## src/rtl/rgb_capture_gray_if.sv

```systemverilog
// Camera byte stream and grayscale output stream of one stereo channel.
//   cam_enable : capture request towards the camera
//   cam_valid  : cam_data carries a byte this cycle
//   cam_data   : camera bytes, R,G,B per pixel in raster order
//   gray_data  : grayscale pixel, held between strobes
//   gray_valid : one-cycle strobe per gray pixel
//   gray_done  : one-cycle pulse after the last gray pixel of a frame
// master = the capture/convert block, slave = camera plus downstream consumer.
interface rgb_capture_gray_if;
  logic       cam_enable;
  logic       cam_valid;
  logic [7:0] cam_data;
  logic [7:0] gray_data;
  logic       gray_valid;
  logic       gray_done;

  modport master (
    output cam_enable, gray_data, gray_valid, gray_done,
    input  cam_valid, cam_data
  );

  modport slave (
    input  cam_enable, gray_data, gray_valid, gray_done,
    output cam_valid, cam_data
  );
endinterface

```

## src/rtl/rgb_capture_gray.sv

```systemverilog
// Camera front-end: captures one RGB frame into a byte memory, then reads it
// back and converts every pixel to 8-bit grayscale.
//   clk, rst_n : clock, asynchronous active-low reset
//   start      : begins a frame (honoured in IDLE or DONE only)
//   clear      : synchronous abort back to IDLE (wins over start)
//   busy       : high while capturing or converting
//   bus        : camera input stream and gray output stream (master side)
// Build option: define GRAY_ROUND_EN for rounded, clamped gray conversion;
// the default build truncates. Timing is the same in both builds.
module rgb_capture_gray #(
  parameter int unsigned IMG_W = 4,
  parameter int unsigned IMG_H = 4
) (
  input  logic                clk,
  input  logic                rst_n,
  input  logic                start,
  input  logic                clear,
  output logic                busy,
  rgb_capture_gray_if.master  bus
);

  localparam int unsigned NPIX      = IMG_W * IMG_H;
  localparam int unsigned MEM_DEPTH = 3 * NPIX;
  localparam int unsigned ADDR_W    = $clog2(MEM_DEPTH);
  localparam int unsigned PIX_W     = $clog2(NPIX + 1);

  localparam logic [1:0] S_IDLE    = 2'd0;
  localparam logic [1:0] S_CAPTURE = 2'd1;
  localparam logic [1:0] S_CONVERT = 2'd2;
  localparam logic [1:0] S_DONE    = 2'd3;

  localparam logic [ADDR_W-1:0] LAST_ADDR = ADDR_W'(MEM_DEPTH - 1);
  localparam logic [PIX_W-1:0]  LAST_PIX  = PIX_W'(NPIX - 1);

  logic [1:0]        state;
  logic [ADDR_W-1:0] wr_ptr;
  logic [ADDR_W-1:0] rd_ptr;
  logic              rd_fin;    // every address of the frame has been issued
  logic              rd_vld;    // rd_data holds a byte read last cycle
  logic [7:0]        rd_data;
  logic [1:0]        byte_cnt;  // 0=R, 1=G, 2=B
  logic [7:0]        r_reg;
  logic [7:0]        g_reg;
  logic [PIX_W-1:0]  pix_cnt;
  logic              gray_last; // current gray strobe is the frame's last
  logic [7:0]        gray_calc;
  logic              wr_en;
  logic              rd_en;

  logic [7:0] mem [MEM_DEPTH];

  assign wr_en          = (state == S_CAPTURE) && bus.cam_valid && !clear;
  assign rd_en          = (state == S_CONVERT) && !rd_fin;
  assign busy           = (state == S_CAPTURE) || (state == S_CONVERT);
  assign bus.cam_enable = (state == S_CAPTURE);

  // B is taken straight from the memory output, so the gray value is ready
  // in the same cycle the B byte appears.
  always_comb begin
    logic [15:0] sum;
    sum = 16'd77  * {8'd0, r_reg}
        + 16'd150 * {8'd0, g_reg}
        + 16'd29  * {8'd0, rd_data};
`ifdef GRAY_ROUND_EN
    begin
      logic [16:0] sum_r;
      sum_r     = {1'b0, sum} + 17'd128;
      gray_calc = sum_r[16] ? 8'hFF : 8'(sum_r >> 8);
    end
`else
    gray_calc = 8'(sum >> 8);
`endif
  end

  // Frame memory: not reset, untouched by clear.
  always_ff @(posedge clk) begin
    if (wr_en)
      mem[wr_ptr] <= bus.cam_data;
    if (rd_en)
      rd_data <= mem[rd_ptr];
  end

  always_ff @(posedge clk or negedge rst_n) begin
    if (!rst_n) begin
      state          <= S_IDLE;
      wr_ptr         <= '0;
      rd_ptr         <= '0;
      rd_fin         <= 1'b0;
      rd_vld         <= 1'b0;
      byte_cnt       <= '0;
      r_reg          <= '0;
      g_reg          <= '0;
      pix_cnt        <= '0;
      gray_last      <= 1'b0;
      bus.gray_data  <= '0;
      bus.gray_valid <= 1'b0;
      bus.gray_done  <= 1'b0;
    end else if (clear) begin
      state          <= S_IDLE;
      wr_ptr         <= '0;
      rd_ptr         <= '0;
      rd_fin         <= 1'b0;
      rd_vld         <= 1'b0;
      byte_cnt       <= '0;
      pix_cnt        <= '0;
      gray_last      <= 1'b0;
      bus.gray_valid <= 1'b0;
      bus.gray_done  <= 1'b0;
    end else begin
      bus.gray_valid <= 1'b0;
      bus.gray_done  <= 1'b0;
      rd_vld         <= rd_en;

      case (state)
        S_IDLE, S_DONE: begin
          if (start) begin
            state  <= S_CAPTURE;
            wr_ptr <= '0;
          end
        end

        S_CAPTURE: begin
          if (wr_en) begin
            if (wr_ptr == LAST_ADDR) begin
              state    <= S_CONVERT;
              wr_ptr   <= '0;
              rd_ptr   <= '0;
              rd_fin   <= 1'b0;
              byte_cnt <= '0;
              pix_cnt  <= '0;
            end else begin
              wr_ptr <= wr_ptr + ADDR_W'(1);
            end
          end
        end

        S_CONVERT: begin
          if (rd_en) begin
            if (rd_ptr == LAST_ADDR)
              rd_fin <= 1'b1;
            else
              rd_ptr <= rd_ptr + ADDR_W'(1);
          end

          if (rd_vld) begin
            case (byte_cnt)
              2'd0: begin
                r_reg    <= rd_data;
                byte_cnt <= 2'd1;
              end
              2'd1: begin
                g_reg    <= rd_data;
                byte_cnt <= 2'd2;
              end
              default: begin
                bus.gray_data  <= gray_calc;
                bus.gray_valid <= 1'b1;
                gray_last      <= (pix_cnt == LAST_PIX);
                pix_cnt        <= pix_cnt + PIX_W'(1);
                byte_cnt       <= 2'd0;
              end
            endcase
          end

          // Leaving during the last strobe puts gray_done and DONE in the
          // following cycle.
          if (bus.gray_valid && gray_last) begin
            state         <= S_DONE;
            gray_last     <= 1'b0;
            bus.gray_done <= 1'b1;
          end
        end

        default: state <= S_IDLE;
      endcase
    end
  end

endmodule

```

## src/flat_wrapper.sv

```systemverilog
// flat-port wrapper written by rule: the top's interface ports become plain ports
module rgb_capture_gray_flat 
#(
  parameter int unsigned IMG_W = 4,
  parameter int unsigned IMG_H = 4
)
  (clk, rst_n, start, clear, busy, bus_cam_enable, bus_gray_data, bus_gray_valid, bus_gray_done, bus_cam_valid, bus_cam_data);
  rgb_capture_gray_if bus_i ();
  input  logic clk;
  input  logic rst_n;
  input  logic start;
  input  logic clear;
  output logic busy;
  output wire logic [$bits(bus_i.cam_enable)-1:0] bus_cam_enable;
  output wire logic [$bits(bus_i.gray_data)-1:0] bus_gray_data;
  output wire logic [$bits(bus_i.gray_valid)-1:0] bus_gray_valid;
  output wire logic [$bits(bus_i.gray_done)-1:0] bus_gray_done;
  input wire logic [$bits(bus_i.cam_valid)-1:0] bus_cam_valid;
  input wire logic [$bits(bus_i.cam_data)-1:0] bus_cam_data;
  assign bus_cam_enable = bus_i.cam_enable;
  assign bus_gray_data = bus_i.gray_data;
  assign bus_gray_valid = bus_i.gray_valid;
  assign bus_gray_done = bus_i.gray_done;
  assign bus_i.cam_valid = bus_cam_valid;
  assign bus_i.cam_data = bus_cam_data;
  rgb_capture_gray #(.IMG_W(IMG_W), .IMG_H(IMG_H)) u_core (.clk(clk), .rst_n(rst_n), .start(start), .clear(clear), .busy(busy), .bus(bus_i));
endmodule
```

## config.mk

```make
export PLATFORM = sky130hd
export DESIGN_NAME = rgb_capture_gray_flat
export DESIGN_NICKNAME = d
export VERILOG_FILES = /design/src/rtl/rgb_capture_gray_if.sv /design/src/rtl/rgb_capture_gray.sv /design/src/flat_wrapper.sv
export SDC_FILE = /design/constraint.sdc
export NUM_CORES = 1
export LEC_CHECK = 0
export ABC_CLOCK_PERIOD_IN_PS = 15200
export CORE_ASPECT_RATIO = 1.1
export CORE_MARGIN = 2
export CORE_UTILIZATION = 40
export CTS_CLUSTER_DIAMETER = 150
export CTS_CLUSTER_SIZE = 14
export DETAILED_ROUTE_END_ITERATION = 12
export GPL_ROUTABILITY_DRIVEN = 0
export PLACE_DENSITY = 0.55
export SYNTH_ARGS = -nofsm -noshare
export SYNTH_HDL_FRONTEND = slang
export SYNTH_SLANG_ARGS = --single-unit
```

## constraint.sdc

```tcl
create_clock -name clk -period 15.2 [get_ports clk]
set_clock_uncertainty 0.1 [all_clocks]
set_input_delay 4.56 -clock clk [delete_from_list [all_inputs] [get_ports clk]]
set_output_delay 4.56 -clock clk [all_outputs]
set_load 0.01 [all_outputs]
```

# ---- Yosys cells after proc, flatten, opt, wreduce, memory -nomap -nowiden
# Memory sizes are Yosys's and may differ from the RTL's. A register that Yosys moved wholly into a read port is not among the register bits.
# Cells that the tools add are included.
dict set report totals {
  reg_bits 50
  latch_bits 0
  ramBits 384
  romBits 0
  in_bits 13
  out_inout_bits 12
  mem_count 1
}
# name depth word_bits rd rd_ports_with_merged_regs write_ports line_no
set mem_list {}
lappend mem_list {u_core.mem 48 8 1 1 1 rgb_capture_gray.sv:50} ;# logic [7:0] mem [MEM_DEPTH];
dict set report classes {
  add_sub_neg 5
  multipliers 3
  div 0
  n_lt_le_gt_ge 0
  eq_ne 17
  n_shift 0
  n_mux 50
  bitwise_logic 2
  reduce_logical 25
}
# operator n
set op_table {}
lappend op_table {{2-to-1 mux 6 bit} 9}
lappend op_table {{multiplier 7 x 8 -> 15 bit (first input constant)} 2}
lappend op_table {{2-to-1 mux 5 bit} 5}
lappend op_table {{one-hot mux 6 bit (2 select lines)} 2}
lappend op_table {{2-to-1 mux 1 bit} 20}
lappend op_table {{AND reduction 4 bit} 5}
lappend op_table {{2-to-1 mux 2 bit} 9}
lappend op_table {{adder 15 x 16 -> 16 bit} 1}
lappend op_table {{adder 16 x 13 -> 16 bit} 1}
lappend op_table {{!= test 3 bit (second input constant)} 5}
lappend op_table {{AND reduction 5 bit} 3}
lappend op_table {{multiplier 5 x 8 -> 13 bit (first input constant)} 1}
lappend op_table {{adder 6 x 1 -> 6 bit (second input constant)} 2}
lappend op_table {{== test 6 bit (second input constant)} 2}
lappend op_table {{!= test 3 x 2 -> 1 bit (second input constant)} 4}
lappend op_table {{one-hot mux 5 bit (2 select lines)} 1}
lappend op_table {{nonzero test 3 bit} 3}
lappend op_table {{one-hot mux 2 bit (2 select lines)} 2}
lappend op_table {{one-hot mux 2 bit (3 select lines)} 1}
lappend op_table {{AND reduction 3 bit} 2}
lappend op_table {{adder 5 x 1 -> 5 bit (second input constant)} 1}
lappend op_table {{== test 5 x 4 -> 1 bit (second input constant)} 1}
lappend op_table {{== test 2 x 1 -> 1 bit (second input constant)} 2}
lappend op_table {{== test 2 bit (second input constant)} 2}
lappend op_table {{9 further kinds} 16}

# ---- Logic depth before layout (Yosys ltp)
# Gate-level depths: netlist of the first run.
dict set report logic_depth {
  ltp_word 7
  mapped_depth 24
  ltp_nobuf 24
}

# ---- Worst setup path before layout of the first run
# No wires, ideal clock.
dict set report synth_path {
  path_kind {input to register}
  start {input port clear}
  end {memory u_core.mem[13][0], enable pin}
  arrival_ns 5.820
  setup_slack_ns 8.910
  path_stages 6
  path_buffers 1
  path_cell_list {clkbuf_1 > nor2b_1 > nand2_1 > nor2_1 > nand3_1 > nor2_1}
}
dict set report synth_via {
  elab_chain_cells 4
}
# element line_no
set synth_rtl {}
lappend synth_rtl {{start: declaration} flat_wrapper.sv:12} ;# input logic clear;
lappend synth_rtl {{zero test 1 bit} rgb_capture_gray.sv:52} ;# assign wr_en = (state == S_CAPTURE) && bus.cam_valid && !clear;
lappend synth_rtl {{logical AND 1 bit} rgb_capture_gray.sv:52}
lappend synth_rtl {{2-to-1 mux 1 bit} rgb_capture_gray.sv:77} ;# if (wr_en)
lappend synth_rtl {{2-to-1 mux 1 bit (implied by the code)} rgb_capture_gray.sv:78} ;# mem[wr_ptr] <= bus.cam_data;
lappend synth_rtl {{end: declaration} rgb_capture_gray.sv:50}
# No other way between the ends.

# ---- Worst setup path after layout of the first run
dict set report layout_path {
  start {input port clear}
  end {memory u_core.mem[38][7], enable pin}
}
# Same word-level chain as after synthesis.

==> run metrics, run 1 <==
vias in the first global route roughly 11000; Max Cap Viol 0; Ports 25; Ys Warns 0; largest net degree at the start of global routing between 50 and 60; worst reg2reg path depth 20; largest register by flop count u_core.mem; TritonCTS clock tree yes; run status finished, final reports clean; drt first pass iters 7; fin area between 20000 and 25000 sq um; Die W 220 um; PwrDens 181 nW/um^2; total CTS buffers 37; synthesis-stage register bit count between 400 and 500; # resized after CTS 0; crit start category input port; die area about 53000 sq um; Setup Viol. Count Final 0; Initial Util roughly two fifths; Hold WS roughly 380 ps; P&R area growth vs syn 9.22%; Final min period 7310 ps; Die H around 240 um; Starting DRT DRC Count approximately 930; Worst EP required 15280 ps; Setup CP Type input port to flop; ys async rst share between 10% and 20%; worst setup margin 7890 ps; number of port buffers 24; worst skew pair latency around 560 ps; number of instances in the placed design approximately 1900; total grt overflow 0; vias about 11000; DP Area between 20000 and 25000 sq um; Clock Tree Buf Depth 3; hold-fix buffers at CTS 0; Worst setup EP type flop; Slew Viols, Final 0; max reg flops roughly 380; DRT antenna net count 0; leak pwr between 7 and 8 nW; setup TNS 0 ps; Final Hold Fails 0; Critical Path Fanout Max 13; final core occ 44.0%; Slew HR about 26%; initial antenna violation count 0; Worst-path clk slew around 60 ps; Tot GR Track Use 17.9%; pre-CTS setup slack approximately 7300 ps; placeable core area 50900 sq um; EDFF count, synth slightly below 400; H-tree Lvls 2; fin crit share 48.1%; CTS root buf clkbuf_16; total wire length between 40000 and 50000 um; Sinks on Clock Net 442; hold-critical path depth 1; DR WL/cell roughly 23 um; wire length of the first global-routing pass 69700 um; Tot Pwr slightly above 4 mW; Final Net Count ~1400; Post-Syn Instances roughly 1200; sequential area share after synthesis between 60% and 70%; Max Freq approximately 0.14 GHz; peak supply drop around 290 uV; crit path DAT roughly 7400 ps; Post-CTS Setup Bufs 0; Inserted Diodes 0; syn avg cell area around 16 sq um; ys flop type edfxtp_1; Slew @ Worst Pin around 1100 ps; hold crit path type flop to flop; num rows 87; Vias/cell approximately 5.4; Syn Std Cell Area slightly above 20000 sq um; RSZ-0062 raised after global routing false; HPWL Detailed 29500 um; Synth cell types between 50 and 60; Post-Syn Nets 1406; Post-Layout Cell Count about 2000; fraction of layout cells with a size suffix above 1 13.5%; drt drc 0
-- final timing paths --
| path | startpoint | end | slack, ps |
|---|---|---|---|
| max in group asynchronous | rst_n | u_core.rd_ptr[1] | 10430 |
| min in group asynchronous | rst_n | u_core.pix_cnt[0] | 4020 |
| min reg2reg | u_core.pix_cnt[3] | u_core.pix_cnt[3] | 380 |
| max | clear | u_core.mem[38][7] | 7890 |
| min | u_core.pix_cnt[3] | u_core.pix_cnt[3] | 380 |
| max reg2reg | u_core.g_reg[4] | u_core.bus.gray_data[5] | 8640 |
-- synthesized netlist by cell type (14+ instances only) --
| master | number | share of area (%) |
|---|---|---|
| mux2_2 | 19 | 1.0 |
| dfrtp_1 | 50 | 6.1 |
| edfxtp_1 | 392 | 57 |
| fa_1 | 55 | 5.4 |
| nor2_1 | 78 | 1.4 |
| ha_1 | 90 | 5.5 |
| nand3_1 | 15 | 0.37 |
| nand2_1 | 52 | 0.95 |
| nor2b_1 | 14 | 0.43 |
| mux2i_1 | 46 | 2.2 |
| a21oi_1 | 26 | 0.63 |
| o21ai_1 | 24 | 0.59 |
| clkbuf_1 | 27 | 0.49 |
| o221ai_1 | 26 | 1.1 |
| o21ai_0 | 21 | 0.51 |
| mux4_2 | 84 | 9.2 |
| inv_1 | 103 | 1.9 |
-- cell type report --
cell class                      count  area (sq um)
Multi-Input combinational cell    655          6830
Fill cell                        4498         28600
Clock buffer                       49           971
Clock inverter                      4          50.0
Timing Repair Buffer               36           285
Tap cell                          667           835
Sequential cell                   442         13000
Inverter                          105           394
-- worst max-delay path, stage by stage --
cell and delay (ps):
clkdlybuf4s50_1 670, nor2b_1 500, nand4_1 800, nor2_1 860
-- power by group --
| group | internal (mW) | switching [mW] |
|---|---|---|
| clock network | 0.449 | 0.416 |
| logic | 0.778 | 1.01 |
| registers | 1.35 | 0.0581 |
-- routing by layer --
| layer | global-route usage, % | share of wire (%) | wire [um] | vias up |
|---|---|---|---|---|
| met5 | 0 | 0 | 0 | - |
| met4 | 6.20 | 2.7 | 1260 | 0 |
| met3 | 2.28 | 4.2 | 1920 | 71 |
| met2 | 30.7 | 50 | 23100 | 275 |
| met1 | 23.6 | 43 | 19600 | 5508 |
| li1 | - | - | - | 4802 |
-- cell families (layout without fill, tap and decap cells) --
logic type / Yosys count / after routing / synth area share (%)
AO/OA/AOI/OAI: 149 / 149 / 4.85
XOR/XNOR: 20 / 20 / 0.854
adder cells (fa/ha/maj): 145 / 145 / 10.9
buffers and inverters: 151 / 194 / 3.19
flip-flops: 442 / 442 / 63.5
multiplexers: 149 / 149 / 12.5
AND/OR/NAND/NOR: 192 / 192 / 4.21
-- cell usage in the layout (no fill, tap or decap), types with 3 or more instances in the layout --
master	Yosys	routed
nor2_1	78	78
buf_2	6	9
xor2_1	9	9
nand3_1	15	15
nor3b_1	3	3
mux2i_1	46	46
o221ai_1	26	26
clkbuf_16	0	37
xnor2_1	11	11
nand2b_1	7	7
and3_1	5	5
nand4_1	7	7
a21o_1	4	4
nand2_1	52	52
inv_1	103	103
o21ai_1	24	24
edfxtp_1	392	392
nor3_1	3	3
o31ai_1	5	5
nor2b_1	14	14
fa_1	55	55
dfrtp_1	50	48
mux2_2	19	19
a21oi_1	26	26
a211oi_1	13	13
clkbuf_1	27	12
o22ai_1	11	11
o21ai_0	21	21
buf_4	3	12
clkdlybuf4s50_1	0	15
ha_1	90	90
mux4_2	84	84
Note: power is estimated with default switching activity, not from simulation.
==> run 2: changes to the inputs <==
- ABC_CLOCK_PERIOD_IN_PS: 15200 -> 7500
- clock period: 15.2 -> 7.5 ns (I/O delays scaled with it)
==> run 2 against run 1 <==
Cell area is 0.15% lower; via count shrank 2.3%; critical endpoint is now u_core.bus.gray_data[5]; critical path type is now flop to flop; first-iteration DRC count decreased by 20%; largest cell class unchanged; worst setup slack worse by 6800 ps; sequential share of layout area is 0.085 points higher; flip-flop and latch count did not move; clock power is 110% higher; combinational power is 100% higher.
==> run metrics, run 2 (same netlist as run 1, synthesis figures left out) <==
run status finished, final reports clean (unchanged); DR WL/cell 22.2 um (was 23.5 um); Critical Path Fanout Max 6 (was 13); number of port buffers 24 (unchanged); Max Freq approximately 0.16 GHz; max reg flops 384 (unchanged); Vias/cell 5.34 (was 5.44); wire length of the first global-routing pass 66900 um (was 69700 um); worst setup margin 1110 ps (was 7890 ps); Starting DRT DRC Count 747 (was 934); Initial Util 40.2% (unchanged); Inserted Diodes 0 (unchanged); met3 usage 2.81% (was 2.28%); TritonCTS clock tree yes (unchanged); crit start category flop (was input port); met1 GRT Util 23.0% (was 23.6%); largest net degree at the start of global routing 122 (was 55); Setup Viol. Count Final 0 (unchanged); num rows 87 (unchanged); Die H 241 um (unchanged); P&R area growth vs syn 9.06% (was 9.22%); total grt overflow 0 (unchanged); Setup CP Type flop to flop (was input port to flop); most common cell after layout, fill and taps aside edfxtp_1 (unchanged); vias 10411 (was 10656); pre-CTS setup slack 1090 ps (was 7330 ps); Worst EP required 7890 ps (was 15280 ps); Ports 25 (unchanged); hold crit path type flop to flop (unchanged); peak supply drop 489 uV (was 291 uV); Slew HR 33.8% (was 26.0%); crit path DAT 6770 ps (was 7400 ps); fin crit share between 80% and 90%; most frequent cells in the layout edfxtp_1 (392), inv_1 (103), ha_1 (90) (unchanged); DRT antenna net count 0 (unchanged); Slew Viols, Final 0 (unchanged); initial antenna violation count 0 (unchanged); worst skew pair latency 550 ps (was 560 ps); Sinks on Clock Net 442 (unchanged); RSZ-0062 raised after global routing false (unchanged); placeable core area 50900 sq um (unchanged); Die W 220 um (unchanged); Max Cap Viol 0 (unchanged); total wire length 43300 um (was 45900 um); # resized after CTS 0 (unchanged); met2 Use GR 27.7% (was 30.7%); Post-CTS Setup Bufs 0 (unchanged); Worst-path clk slew 80 ps (was 60 ps); CTS root buf clkbuf_16 (unchanged); Slew @ Worst Pin 993 ps (was 1110 ps); Worst setup EP type flop (unchanged); Final Hold Fails 0 (unchanged); Final min period approximately 6400 ps; Clock Tree Buf Depth 3 (unchanged); hold-fix buffers at CTS 0 (unchanged); drt drc 0 (unchanged); Tot GR Track Use 16.9% (was 17.9%); Final Net Count 1429 (was 1435); leak pwr 7.70 nW (was 7.73 nW); PwrDens 367 nW/um^2 (was 181 nW/um^2); drt first pass iters 5 (was 7); fraction of layout cells with a size suffix above 1 13.0% (was 13.5%); die area 53100 sq um (unchanged); setup TNS 0 ps (unchanged); H-tree Lvls 2 (unchanged); total CTS buffers 37 (unchanged); busiest grt layer met2 (unchanged); vias in the first global route 10883 (was 11124); HPWL Detailed 27700 um (was 29500 um); largest register by flop count u_core.mem (unchanged)
## run 2: final cells by class
| cell class | instances | area (sq um) |
|---|---|---|
| inverter | 105 | 394 |
| multi-input combinational | 655 | 6830 |
| timing repair buffer | 30 | 253 |
| clock inverter | 2 | 25.0 |
| clock buffer | 50 | 996 |
| sequential | 442 | 13000 |
| tap | 667 | 835 |
| fill | 4519 | 28600 |
## run 2: critical path, cell delays in order (launching register included)
cell and delay, ps:
dfrtp_1 440, ha_1 320, ha_1 270, inv_1 50, fa_1 460, fa_1 500
inv_1 40, ha_1 350, xnor2_1 240, fa_1 470, fa_1 510, inv_1 50
fa_1 480, fa_1 490, inv_1 40, ha_1 330, nand3_1 110, o221ai_2 330
a21oi_1 180, or4_1 430, nand3_1 100
## run 2: through the flow
stage / util, % / hold WS [ps] / std cells / total power [mW] / cell area [sq um]
after floorplan: - / 340 / 1248 / 5.61 / 20500
after global placement: 41.9 / 357 / 1899 / 6.53 / 21300
after detailed placement: 41.9 / 373 / 1899 / 6.58 / 21300
after CTS: 43.9 / 386 / 1951 / 8.36 / 22400
after global routing: 43.9 / 407 / 1951 / 8.89 / 22400
final: 43.9 / 380 / 1951 / 8.21 / 22400
## run 2: worst paths after layout
path                                  from                 endpoint  slack (ps)  cells after the start
setup / recovery           u_core.g_reg[4]  u_core.bus.gray_data[5]        1110                     20
setup reg to reg           u_core.g_reg[4]  u_core.bus.gray_data[5]        1110                     20
max in group asynchronous            rst_n         u_core.rd_ptr[1]        5000                      2
min in group asynchronous            rst_n    u_core.bus.gray_valid        1730                      2
hold / removal               u_core.rd_fin            u_core.rd_vld         380                      1
hold reg to reg              u_core.rd_fin            u_core.rd_vld         380                      1
## run 2: where the power goes
part           total, mW  switching [mW]  internal, mW
registers           2.83          0.0957          2.73
clock network       1.78           0.851         0.925
logic               3.60            2.07          1.53
total               8.21            3.02          5.19
## run 2: routing by layer
metal	vias up	routed length [um]
li1	4793	-
met1	5340	18800
met2	219	21100
met3	59	2160
met4	0	1230
met5	-	0
==> run 3: changes to the inputs <==
- CORE_ASPECT_RATIO: 1.1 -> unset
- SLEW_MARGIN: unset -> 10
==> run 3 against run 2 <==
First-iteration DRC count increased by 3.2%; fmax increased by 1.5%; utilization increased by 0.55 points; sequential power about the same; count of clock-buffer cells in the layout unchanged; worst setup slack improved by 96 ps; critical path depth unchanged; critical path type unchanged.
==> run metrics, run 3 (same netlist as run 1, synthesis figures left out) <==
run status finished, final reports clean (unchanged); Slew @ Worst Pin 1080 ps (was 993 ps); slowest stage delay, CP 510 ps (about the same); CP dominant cell by count fa_1 (unchanged); crit start category flop (unchanged); HPWL Detailed 28500 um (was 27700 um); vias in the first global route 10741 (was 10883); Initial Util 40.7% (was 40.2%); worst setup margin 1210 ps (was 1110 ps); largest net degree at the start of global routing 86 (was 122); Hold WS 382 ps (was 380 ps); Reg2Reg Capture Point u_core.bus.gray_data[5] (unchanged); fraction of layout cells with a size suffix above 1 13.1% (was 13.0%); Inserted Diodes 0 (unchanged); H-tree Lvls 2 (unchanged); initial antenna violation count 0 (unchanged); wire length of the first global-routing pass 68900 um (was 66900 um); Worst setup EP type flop (unchanged); Sinks on Clock Net 442 (unchanged); Slew HR 28.0% (was 33.8%); Post-Layout Cell Count 1957 (was 1951); PwrDens 361 nW/um^2 (was 367 nW/um^2); Max Freq 0.159 GHz (was 0.157 GHz); placeable core area 50400 sq um (was 50900 sq um); total grt overflow 0 (unchanged); Worst EP required 7890 ps (about the same); Critical Path Sink u_core.bus.gray_data[5] (unchanged); Max Cap Viol 0 (unchanged); flop-to-flop setup slack 1210 ps (was 1110 ps); most common cell after layout, fill and taps aside edfxtp_1 (unchanged); Worst-path clk slew 70 ps (was 80 ps); Int Power 5.20 mW (was 5.19 mW); Critical Path Fanout Max 6 (unchanged); storage element area 13000 sq um (unchanged); Flop pwr share 35.2% (was 34.5%); Final min period 6290 ps (was 6390 ps); Starting DRT DRC Count 771 (was 747); worst skew pair latency 560 ps (was 550 ps); DRT antenna net count 0 (unchanged); number of port buffers 24 (unchanged); max reg flops 384 (unchanged); hold-fix buffers at CTS 0 (unchanged); vias 10412 (was 10411); Die W 230 um (was 220 um); DP Area 21300 sq um (about the same); worst reg2reg path depth 20 (unchanged); Clock Tree Buf Depth 3 (unchanged); largest register by flop count u_core.mem (unchanged); CTS root buf clkbuf_16 (unchanged); Multi-input gate area 6830 sq um (unchanged); Ports 25 (unchanged); r2r startpoint u_core.g_reg[4] (unchanged); fin area 22400 sq um (about the same); # resized after CTS 0 (unchanged); setup TNS 0 ps (unchanged); drt first pass iters 5 (unchanged); Vias/cell 5.32 (was 5.34); drt drc 0 (unchanged); crit path DAT 6680 ps (was 6770 ps); most frequent cells in the layout edfxtp_1 (392), inv_1 (103), ha_1 (90) (unchanged); switch share 35.7% (was 36.8%); RSZ-0062 raised after global routing false (unchanged); Post-CTS Setup Bufs 0 (unchanged); total wire length 44600 um (was 43300 um); fillers 4381 (was 4519); pre-CTS setup slack 1200 ps (was 1090 ps); Die H 230 um (was 241 um); hold crit path type flop to flop (unchanged); Critical Path, Cell by Cell ha_1, ha_1, inv_1, fa_1, fa_1, inv_1, ha_1, xnor2_1, fa_1, fa_1, inv_1, fa_1, fa_1, inv_1, ha_1, a21oi_1, o221ai_2, a21oi_1, or4_1, nand3_1 (was ha_1, ha_1, inv_1, fa_1, fa_1, inv_1, ha_1, xnor2_1, fa_1, fa_1, inv_1, fa_1, fa_1, inv_1, ha_1, nand3_1, o221ai_2, a21oi_1, or4_1, nand3_1); Setup crit start u_core.g_reg[4] (unchanged); fin crit share 83.9% (was 85.1%); Setup CP Type flop to flop (unchanged); CP max stage cell fa_1 (unchanged); Slew Viols, Final 0 (unchanged); num rows 82 (was 87); leak pwr 7.71 nW (was 7.70 nW); Tot GR Track Use 17.3% (was 16.9%); Switch Pwr 2.89 mW (was 3.02 mW); combinational fraction of design power 42.6% (was 43.9%); die area 53100 sq um (about the same); Setup Viol. Count Final 0 (unchanged); TritonCTS clock tree yes (unchanged); DR WL/cell 22.8 um (was 22.2 um); Final Hold Fails 0 (unchanged); P&R area growth vs syn 9.19% (was 9.06%); number of instances in the placed design 1904 (was 1899); peak supply drop 425 uV (was 489 uV); total CTS buffers 37 (unchanged); power share of the clock group 22.1% (was 21.6%); Final Net Count 1429 (unchanged)
==> run 3: cell count changes in the layout (fill, tap and decap cells not counted) <==
cell	delta
inv_16	+1
==> run 3: through the flow <==
step	utilization (%)	total power, mW
finish	44.4	8.09
global route	44.4	8.80
CTS	44.4	8.25
detailed placement	42.4	6.43
global placement	42.4	6.36
floorplan	-	5.61
==> run 3: how the worst min path moves through the flow <==
stage                 startpoint  slack [ps]  cells past startpoint                 to
5_1_grt        u_core.pix_cnt[3]         400                      1  u_core.pix_cnt[3]
2_1_floorplan  u_core.pix_cnt[3]         340                      1  u_core.pix_cnt[3]
4_1_cts        u_core.pix_cnt[3]         380                      1  u_core.pix_cnt[3]
3_5_place_dp   u_core.pix_cnt[3]         360                      1  u_core.pix_cnt[3]
3_3_place_gp       u_core.rd_fin         360                      1      u_core.rd_vld
6_report       u_core.pix_cnt[3]         380                      1  u_core.pix_cnt[3]
==> run 3: critical path, delay by kind of cell, from the launching register on <==
family                   cells  cell delay [ps]
adder cells (fa/ha/maj)     10             4150
AO/OA/AOI/OAI                3              570
AND/OR/NAND/NOR              2              510
flip-flops                   1              440
XOR/XNOR                     1              250
buffers and inverters        4              180
==> run 3: area by class of cell <==
class / instances / share of cell area [%]
Sequential cell: 442 / 58.2
Multi-Input combinational cell: 655 / 30.5
Clock buffer: 50 / 4.45
Tap cell: 672 / 3.76
Inverter: 105 / 1.76
Timing Repair Buffer: 30 / 1.13
Clock inverter: 3 / 0.201
==> run 3: power groups by stage <==
stage                     Sequential [mW]  Combinational (mW)  Clock, mW
after CTS                            2.86                3.55       1.84
after floorplan                      2.84                2.78          0
after global routing                 2.87                4.01       1.93
final                                2.85                3.45       1.79
after global placement               2.91                3.45          0
after detailed placement             2.91                3.52          0
==> run 3: per-layer routing <==
| layer | global-route usage [%] | vias to the layer above | wire (um) |
|---|---|---|---|
| met1 | 24.7 | 5369 | 20300 |
| li1 | - | 4780 | - |
| met2 | 28.2 | 210 | 21500 |
| met5 | 0 | - | 0 |
| met3 | 2.25 | 53 | 1780 |
| met4 | 4.64 | 0 | 1040 |
